$ cat config.mk
export PLATFORM = sky130hd
export DESIGN_NAME = fetch_sequencer_flat
export DESIGN_NICKNAME = d
export VERILOG_FILES = /design/src/rtl/proc_pkg.sv /design/src/rtl/fetch_sequencer_if.sv /design/src/rtl/fetch_watchdog.sv /design/src/rtl/fetch_sequencer.sv /design/src/flat_wrapper.sv
export SDC_FILE = /design/constraint.sdc
export NUM_CORES = 1
export LEC_CHECK = 0
export ABC_CLOCK_PERIOD_IN_PS = 1800
export CORE_MARGIN = 2
export CORE_UTILIZATION = 30
export CTS_BUF_LIST = sky130_fd_sc_hd__clkbuf_16
export CTS_CLUSTER_DIAMETER = 50
export DETAILED_ROUTE_END_ITERATION = 16
export GPL_TIMING_DRIVEN = 0
export PLACE_DENSITY_LB_ADDON = 0.3
export SYNTH_ARGS = -nofsm -noshare
export SYNTH_HDL_FRONTEND = slang
export SYNTH_SLANG_ARGS = --single-unit
export TNS_END_PERCENT = 100
$ cat constraint.sdc
create_clock -name Clk -period 1.8 [get_ports Clk]
set_input_delay 0.36 -clock Clk [delete_from_list [all_inputs] [get_ports Clk]]
set_output_delay 0.36 -clock Clk [all_outputs]
set_load 0.01 [all_outputs]
$ cat src/rtl/proc_pkg.sv
// Shared processor definitions: opcodes, instruction field positions and fetch FSM encoding.
package proc_pkg;

    localparam int unsigned PC_W      = 8;
    localparam int unsigned OPC_MSB   = 15;
    localparam int unsigned OPC_LSB   = 12;
    localparam int unsigned OPC_W     = OPC_MSB - OPC_LSB + 1;
    localparam int unsigned OPERAND_W = 8;
    localparam int unsigned WDOG_W    = 8;

    localparam logic [OPC_W-1:0] OP_NOP  = 4'h0;
    localparam logic [OPC_W-1:0] OP_JMP  = 4'hA;
    localparam logic [OPC_W-1:0] OP_JZ   = 4'hB;
    localparam logic [OPC_W-1:0] OP_JNZ  = 4'hC;
    localparam logic [OPC_W-1:0] OP_HALT = 4'hF;

    typedef enum logic [2:0] {
        ST_IDLE,
        ST_PC_UPD,
        ST_FETCH,
        ST_DECODE,
        ST_ISSUE,
        ST_WAIT_EXEC,
        ST_HALT,
        ST_ERROR
    } fetch_state_e;

endpackage

$ cat src/rtl/fetch_sequencer_if.sv
// Fetch sequencer bus: PC/ROM side plus the execute-unit valid/ready handshake.
interface fetch_sequencer_if
    import proc_pkg::*;
#(
    parameter int unsigned INSTR_W = 16
);
    logic [PC_W-1:0]    pc_addr;
    logic [INSTR_W-1:0] rom_data;
    logic               zero_flag;
    logic               exec_ready;
    logic               exec_done;
    logic               pc_load;
    logic               pc_inc;
    logic [PC_W-1:0]    pc_target;
    logic [INSTR_W-1:0] ir;
    logic               instr_valid;
    logic               halted;
    logic               error;

    modport master (
        input  pc_addr, rom_data, zero_flag, exec_ready, exec_done,
        output pc_load, pc_inc, pc_target, ir, instr_valid, halted, error
    );

    modport slave (
        output pc_addr, rom_data, zero_flag, exec_ready, exec_done,
        input  pc_load, pc_inc, pc_target, ir, instr_valid, halted, error
    );
endinterface

$ cat src/rtl/fetch_watchdog.sv
// Clearable cycle counter; tc_c flags the TIMEOUT-th enabled cycle since the last clear.
module fetch_watchdog #(
    parameter int unsigned TIMEOUT = 255,
    parameter int unsigned CNT_W   = 8
) (
    input  logic Clk,
    input  logic Reset,
    input  logic clr,
    input  logic en,
    output logic tc_c
);
    logic [CNT_W-1:0] count;

    always_ff @(posedge Clk) begin
        if (Reset || clr) begin
            count <= '0;
        end else if (en) begin
            count <= count + CNT_W'(1);
        end
    end

    assign tc_c = en && (count == CNT_W'(TIMEOUT - 1));
endmodule

$ cat src/rtl/fetch_sequencer.sv
// Instruction-fetch controller: steps the PC, latches ROM words, resolves flow control
// locally and hands everything else to the execute unit, guarded by a watchdog.
module fetch_sequencer
    import proc_pkg::*;
#(
    parameter int unsigned     INSTR_W      = 16,
    parameter int unsigned     ROM_LAT      = 1,
    parameter logic [PC_W-1:0] RESTART_ADDR = 8'h00,
    parameter int unsigned     EXEC_TIMEOUT = 255
) (
    input  logic              Clk,
    input  logic              Reset,
    input  logic              start,
    fetch_sequencer_if.master bus
);
    localparam int unsigned FETCH_CNT_W = $clog2(ROM_LAT + 2);

    fetch_state_e           state;
    logic [FETCH_CNT_W-1:0] fetch_cnt;
    logic [OPC_W-1:0]       opcode_c;
    logic                   flow_c;
    logic                   take_c;
    logic                   wd_clr_c;
    logic                   wd_en_c;
    logic                   wd_tc_c;

    assign opcode_c = bus.ir[OPC_MSB:OPC_LSB];
    assign wd_clr_c = (state == ST_ISSUE) && bus.exec_ready;
    assign wd_en_c  = (state == ST_WAIT_EXEC);

    // Flow-control opcodes are resolved here; take_c selects load over increment.
    always_comb begin
        flow_c = 1'b0;
        take_c = 1'b0;
        case (opcode_c)
            OP_NOP: flow_c = 1'b1;
            OP_JMP: begin flow_c = 1'b1; take_c = 1'b1;           end
            OP_JZ:  begin flow_c = 1'b1; take_c = bus.zero_flag;  end
            OP_JNZ: begin flow_c = 1'b1; take_c = !bus.zero_flag; end
            default: ;
        endcase
    end

    fetch_watchdog #(
        .TIMEOUT (EXEC_TIMEOUT),
        .CNT_W   (WDOG_W)
    ) u_wdog (
        .Clk   (Clk),
        .Reset (Reset),
        .clr   (wd_clr_c),
        .en    (wd_en_c),
        .tc_c  (wd_tc_c)
    );

    always_ff @(posedge Clk) begin
        if (Reset) begin
            state           <= ST_IDLE;
            fetch_cnt       <= '0;
            bus.pc_load     <= 1'b0;
            bus.pc_inc      <= 1'b0;
            bus.pc_target   <= '0;
            bus.ir          <= '0;
            bus.instr_valid <= 1'b0;
            bus.halted      <= 1'b0;
            bus.error       <= 1'b0;
        end else begin
            // PC strobes are single-cycle pulses unless re-armed below.
            bus.pc_load <= 1'b0;
            bus.pc_inc  <= 1'b0;
            case (state)
                ST_IDLE, ST_HALT: begin
                    if (start) begin
                        bus.pc_load   <= 1'b1;
                        bus.pc_target <= RESTART_ADDR;
                        bus.halted    <= 1'b0;
                        state         <= ST_PC_UPD;
                    end
                end
                ST_PC_UPD: begin
                    fetch_cnt <= '0;
                    state     <= ST_FETCH;
                end
                ST_FETCH: begin
                    if (fetch_cnt == FETCH_CNT_W'(ROM_LAT)) begin
                        bus.ir <= bus.rom_data;
                        state  <= ST_DECODE;
                    end else begin
                        fetch_cnt <= fetch_cnt + FETCH_CNT_W'(1);
                    end
                end
                ST_DECODE: begin
                    if (opcode_c == OP_HALT) begin
                        bus.halted <= 1'b1;
                        state      <= ST_HALT;
                    end else if (flow_c) begin
                        if (take_c) begin
                            bus.pc_load   <= 1'b1;
                            bus.pc_target <= bus.ir[OPERAND_W-1:0];
                        end else begin
                            bus.pc_inc <= 1'b1;
                        end
                        state <= ST_PC_UPD;
                    end else begin
                        bus.instr_valid <= 1'b1;
                        state           <= ST_ISSUE;
                    end
                end
                ST_ISSUE: begin
                    if (bus.exec_ready) begin
                        bus.instr_valid <= 1'b0;
                        state           <= ST_WAIT_EXEC;
                    end
                end
                ST_WAIT_EXEC: begin
                    // Completion in the terminal-count cycle beats the watchdog.
                    if (bus.exec_done) begin
                        bus.pc_inc <= 1'b1;
                        state      <= ST_PC_UPD;
                    end else if (wd_tc_c) begin
                        bus.error <= 1'b1;
                        state     <= ST_ERROR;
                    end
                end
                ST_ERROR: begin
                    bus.error <= 1'b1;
                end
                default: state <= ST_IDLE;
            endcase
        end
    end
endmodule

$ cat src/flat_wrapper.sv
// flat-port wrapper written by rule: the top's interface ports become plain ports
module fetch_sequencer_flat import proc_pkg::*;
#(
    parameter int unsigned     INSTR_W      = 16,
    parameter int unsigned     ROM_LAT      = 1,
    parameter logic [PC_W-1:0] RESTART_ADDR = 8'h00,
    parameter int unsigned     EXEC_TIMEOUT = 255
)
  (Clk, Reset, start, bus_pc_addr, bus_rom_data, bus_zero_flag, bus_exec_ready, bus_exec_done, bus_pc_load, bus_pc_inc, bus_pc_target, bus_ir, bus_instr_valid, bus_halted, bus_error);
  fetch_sequencer_if #(.INSTR_W(INSTR_W)) bus_i ();
  input  logic Clk;
  input  logic Reset;
  input  logic start;
  input wire logic [$bits(bus_i.pc_addr)-1:0] bus_pc_addr;
  input wire logic [$bits(bus_i.rom_data)-1:0] bus_rom_data;
  input wire logic [$bits(bus_i.zero_flag)-1:0] bus_zero_flag;
  input wire logic [$bits(bus_i.exec_ready)-1:0] bus_exec_ready;
  input wire logic [$bits(bus_i.exec_done)-1:0] bus_exec_done;
  output wire logic [$bits(bus_i.pc_load)-1:0] bus_pc_load;
  output wire logic [$bits(bus_i.pc_inc)-1:0] bus_pc_inc;
  output wire logic [$bits(bus_i.pc_target)-1:0] bus_pc_target;
  output wire logic [$bits(bus_i.ir)-1:0] bus_ir;
  output wire logic [$bits(bus_i.instr_valid)-1:0] bus_instr_valid;
  output wire logic [$bits(bus_i.halted)-1:0] bus_halted;
  output wire logic [$bits(bus_i.error)-1:0] bus_error;
  assign bus_i.pc_addr = bus_pc_addr;
  assign bus_i.rom_data = bus_rom_data;
  assign bus_i.zero_flag = bus_zero_flag;
  assign bus_i.exec_ready = bus_exec_ready;
  assign bus_i.exec_done = bus_exec_done;
  assign bus_pc_load = bus_i.pc_load;
  assign bus_pc_inc = bus_i.pc_inc;
  assign bus_pc_target = bus_i.pc_target;
  assign bus_ir = bus_i.ir;
  assign bus_instr_valid = bus_i.instr_valid;
  assign bus_halted = bus_i.halted;
  assign bus_error = bus_i.error;
  fetch_sequencer #(.INSTR_W(INSTR_W), .ROM_LAT(ROM_LAT), .RESTART_ADDR(RESTART_ADDR), .EXEC_TIMEOUT(EXEC_TIMEOUT)) u_core (.Clk(Clk), .Reset(Reset), .start(start), .bus(bus_i));
endmodule
==> impl_metrics.ini <==
[worst_setup_path]
crit_path_start = u_core.bus.ir[13]$_SDFFE_PP0P_
worst_setup_path_end_kind = primary output
critical_path_buf_inv_count = 1
crit_cells = 1
critPathCapture = bus_ir[13]
critical-path-slowest-cell = sky130_fd_sc_hd__clkdlybuf4s50_1
timing.critical_path.fanout_max = 9
capture_instance_of_the_worst_register_to_register_path = u_core.bus.ir[12]$_SDFFE_PP0P_
start_kind = flip-flop
worst-endpoint-arrival_ns = 1.35
timing.setup.critical_path_class = flip-flop to primary output
timing.critical_path.cells = clkdlybuf4s50_1
worstReg2RegStart = u_core.fetch_cnt[0]$_SDFFE_PP0P_
reg2reg_depth = 6
worst_ep_required_time_ns = 1.44
worst_path_dominant_cell_family = buffers and inverters
critPathMaxStageDelay_ns = 0.59
reg2reg_slack_ns = 0.14

[floorplan]
row_count = 29
die_width_um = 84.5
die_area_sq_um = 7140
num_ports = 59
chipHeight_um = 84.5
floorplan.initialDensity_pct = 30.8
core-area_sq_um = 6310

[cts]
clk_pin_slew_worst_paths_ns = 0.06
worst_skew_pair.late_latency_ns = 0.28
cts_root_buf = sky130_fd_sc_hd__clkbuf_16
htreeDepth = 2
cts_max_path_buffers = 2
tritoncts = yes
cts_inserted_buffers = 5
cts_hold_repair.buffers = 0
tritoncts_num_sinks = 42

[drt]
totalWireLength_um = 4790
drtAntennaViolNets = 0
detail_route.iter0.violations = 113
vias = 1781
topRoutingLayerUsed = met4
routedLengthMet1_um = 2360
drcViolationCount = 0
post_drt_via_cell_ratio = 4.84
drt_first_pass_iters = 4
routed_wire_length_per_instance_um = 13.0
detailroute.wirelength.met3_um = 172
detailroute.wirelength.met2_um = 2200

[synthesis]
synth.yosys.seq_area_share_pct = 43.2
synth_flop_cell = sky130_fd_sc_hd__dfxtp_1
synth_cells = 234
synth_seq_cells = 42
netlist_area_pre_place_sq_um = 1940
synth.avg_cell_area_sq_um = 8.31
yosys.cell_types.count = 45
post_synth_arst_share_pct = 0
number_of_flops_mapped_to_enable_cells_by_yosys = 0
syn_nets = 267
synth-warning-count = 0

[final_layout]
syn_to_final_growth_pct = 38.0
layout_common_cells = sky130_fd_sc_hd__nand2_1 (50), sky130_fd_sc_hd__clkdlybuf4s50_1 (49), sky130_fd_sc_hd__dfxtp_1 (42)
utilization_pct = 42.5
finalNonFillerCells = 368
layout.area.seq_sq_um = 841
area_used_by_multi_input_combinational_logic_sq_um = 1010
layout-drive-gt1-share_pct = 7.22
final_nets = 323
most_common_cell_after_layout_fill_and_taps_aside = sky130_fd_sc_hd__nand2_1
number_of_antenna_cells_inserted = 0
fillers = 666

[timing]
final-setup-viol-count = 0
setup_ws_ns = 0.0873
achievable-frequency_mhz = 584
timing.final.hold_violations = 0
rsz0062_at_grt = false
slew_at_the_pin_closest_to_its_max_slew_limit_ns = 0.489
clock_skew_ns = 0.00457
fin_crit_ns = 1.71
drv_slew = 0
post-route-period-util_pct = 95.1
timing.slew.headroom_pct = 67.4

[place]
pre_cts_setup_slack_ns = -0.124
post-place-cells = 360
numPortBuffers = 49
place_congestion = 0.814
place_hpwl_um = 3530

[min_path]
worstHoldPathType = flip-flop to flip-flop
hold_path_startpoint = u_core.bus.pc_target[1]$_SDFFE_PP0P_

[pwr]
cellLeakagePower_nw = 0.932
max-vdd-ir-drop_mv = 0.426
total_power_mw = 2.38
powerDensity_nw_per_um2 = 886

[run_status]
status = finished, final reports clean

[run]
cap_viol_max_count = 0

[global_routing]
grt_start_max_net_pins = 14
global_route.overflow_total = 0
grt_pass1_vias = 1722
groute.usage.overall_pct = 13.8
antenna_violations_before_repair = 0
grt_first_pass_wirelength_um = 8020
-- power by group --
part / internal [mW] / leakage (nW) / total, mW / switching (mW)
logic: 0.226 / 0.518 / 0.496 / 0.270
registers: 0.972 / 0.339 / 1.02 / 0.0456
clock network: 0.508 / 0.0750 / 0.865 / 0.357
total: 1.71 / 0.932 / 2.38 / 0.673
-- Yosys cell counts (3+ instances only) --
cell type	n	area [sq um]
sky130_fd_sc_hd__and3b_1	3	26.3
sky130_fd_sc_hd__nor2b_1	5	31.3
sky130_fd_sc_hd__inv_1	6	22.5
sky130_fd_sc_hd__mux2i_1	3	30.0
sky130_fd_sc_hd__buf_2	3	15.0
sky130_fd_sc_hd__clkbuf_1	7	26.3
sky130_fd_sc_hd__ha_1	3	37.5
sky130_fd_sc_hd__a21oi_1	22	110
sky130_fd_sc_hd__nand2b_1	5	31.3
sky130_fd_sc_hd__dfxtp_1	42	841
sky130_fd_sc_hd__nand3b_1	9	67.6
sky130_fd_sc_hd__xor2_1	4	35.0
sky130_fd_sc_hd__nand2_1	50	188
sky130_fd_sc_hd__xnor2_1	3	26.3
sky130_fd_sc_hd__o21ai_1	8	40.0
sky130_fd_sc_hd__nor2_1	15	56.3
sky130_fd_sc_hd__nor3_1	4	20.0
sky130_fd_sc_hd__nand3_1	5	25.0
sky130_fd_sc_hd__nand4_1	4	25.0
-- flip-flops by register name (all words and copies together), names as in the netlist --
register / count
u_core.bus.pc_inc: 1
u_core.bus.instr_valid: 1
u_core.bus.pc_target: 8
u_core.bus.pc_load: 1
u_core.bus.ir: 16
u_core.state: 3
u_core.u_wdog.count: 8
u_core.bus.halted: 1
u_core.bus.error: 1
u_core.fetch_cnt: 2
-- per-layer routing --
layer,up-vias,global-route usage [%]
met5,-,0
met4,0,5.19
met3,4,3.64
met2,34,21.2
met1,815,18.7
li1,928,-
-- per-stage QoR --
stage	cell area [sq um]	TNS [ns]	hold slack (ns)
after floorplan	1940	0	0.473
after global placement	2530	-0.407	0.439
after detailed placement	2530	-0.854	0.445
after CTS	2670	0	0.453
after global routing	2680	0	0.476
final	2680	0	0.447
-- cell type report --
| type | count | area share (%) |
|---|---|---|
| inverters | 6 | 0.839 |
| multi-input cells | 172 | 37.6 |
| repair buffers | 49 | 18.3 |
| clock buffers | 5 | 4.66 |
| well taps | 77 | 3.59 |
| clock inverters | 3 | 0.653 |
| plain buffers | 14 | 3.08 |
| flip-flops and latches | 42 | 31.3 |
-- cells by family (layout without fill, tap and decap cells) --
logic type | count (synthesis) | after routing | share of synthesized area [%]
XOR/XNOR | 7 | 7 | 3.15
buffers and inverters | 20 | 77 | 5.21
AND/OR/NAND/NOR | 111 | 111 | 29.6
adder cells (fa/ha/maj) | 3 | 3 | 1.93
flip-flops | 42 | 42 | 43.2
multiplexers | 3 | 3 | 1.54
AO/OA/AOI/OAI | 48 | 48 | 15.3
-- worst min-delay path by stage --
stage | to | slack [ns] | cells after the start
final | u_core.bus.pc_target[1]$_SDFFE_PP0P_ | 0.45 | 2
after global routing | u_core.bus.pc_target[0]$_SDFFE_PP0P_ | 0.48 | 2
after CTS | u_core.bus.pc_target[6]$_SDFFE_PP0P_ | 0.45 | 2
after detailed placement | u_core.bus.pc_target[6]$_SDFFE_PP0P_ | 0.45 | 2
after global placement | u_core.bus.pc_target[0]$_SDFFE_PP0P_ | 0.44 | 2
after floorplan | u_core.bus.pc_target[0]$_SDFFE_PP0P_ | 0.47 | 2
-- repair_timing --
item	CTS	global route
setup buffers	0	0
setup endpoints to repair	0	10
resized for setup	0	4
-- worst min-delay path, stage by stage, from the launching register on --
cell,delay (ns)
sky130_fd_sc_hd__dfxtp_1,0.31
sky130_fd_sc_hd__nand2_1,0.05
sky130_fd_sc_hd__o21ai_1,0.05
No activity file was read; power rests on OpenSTA's default activity.
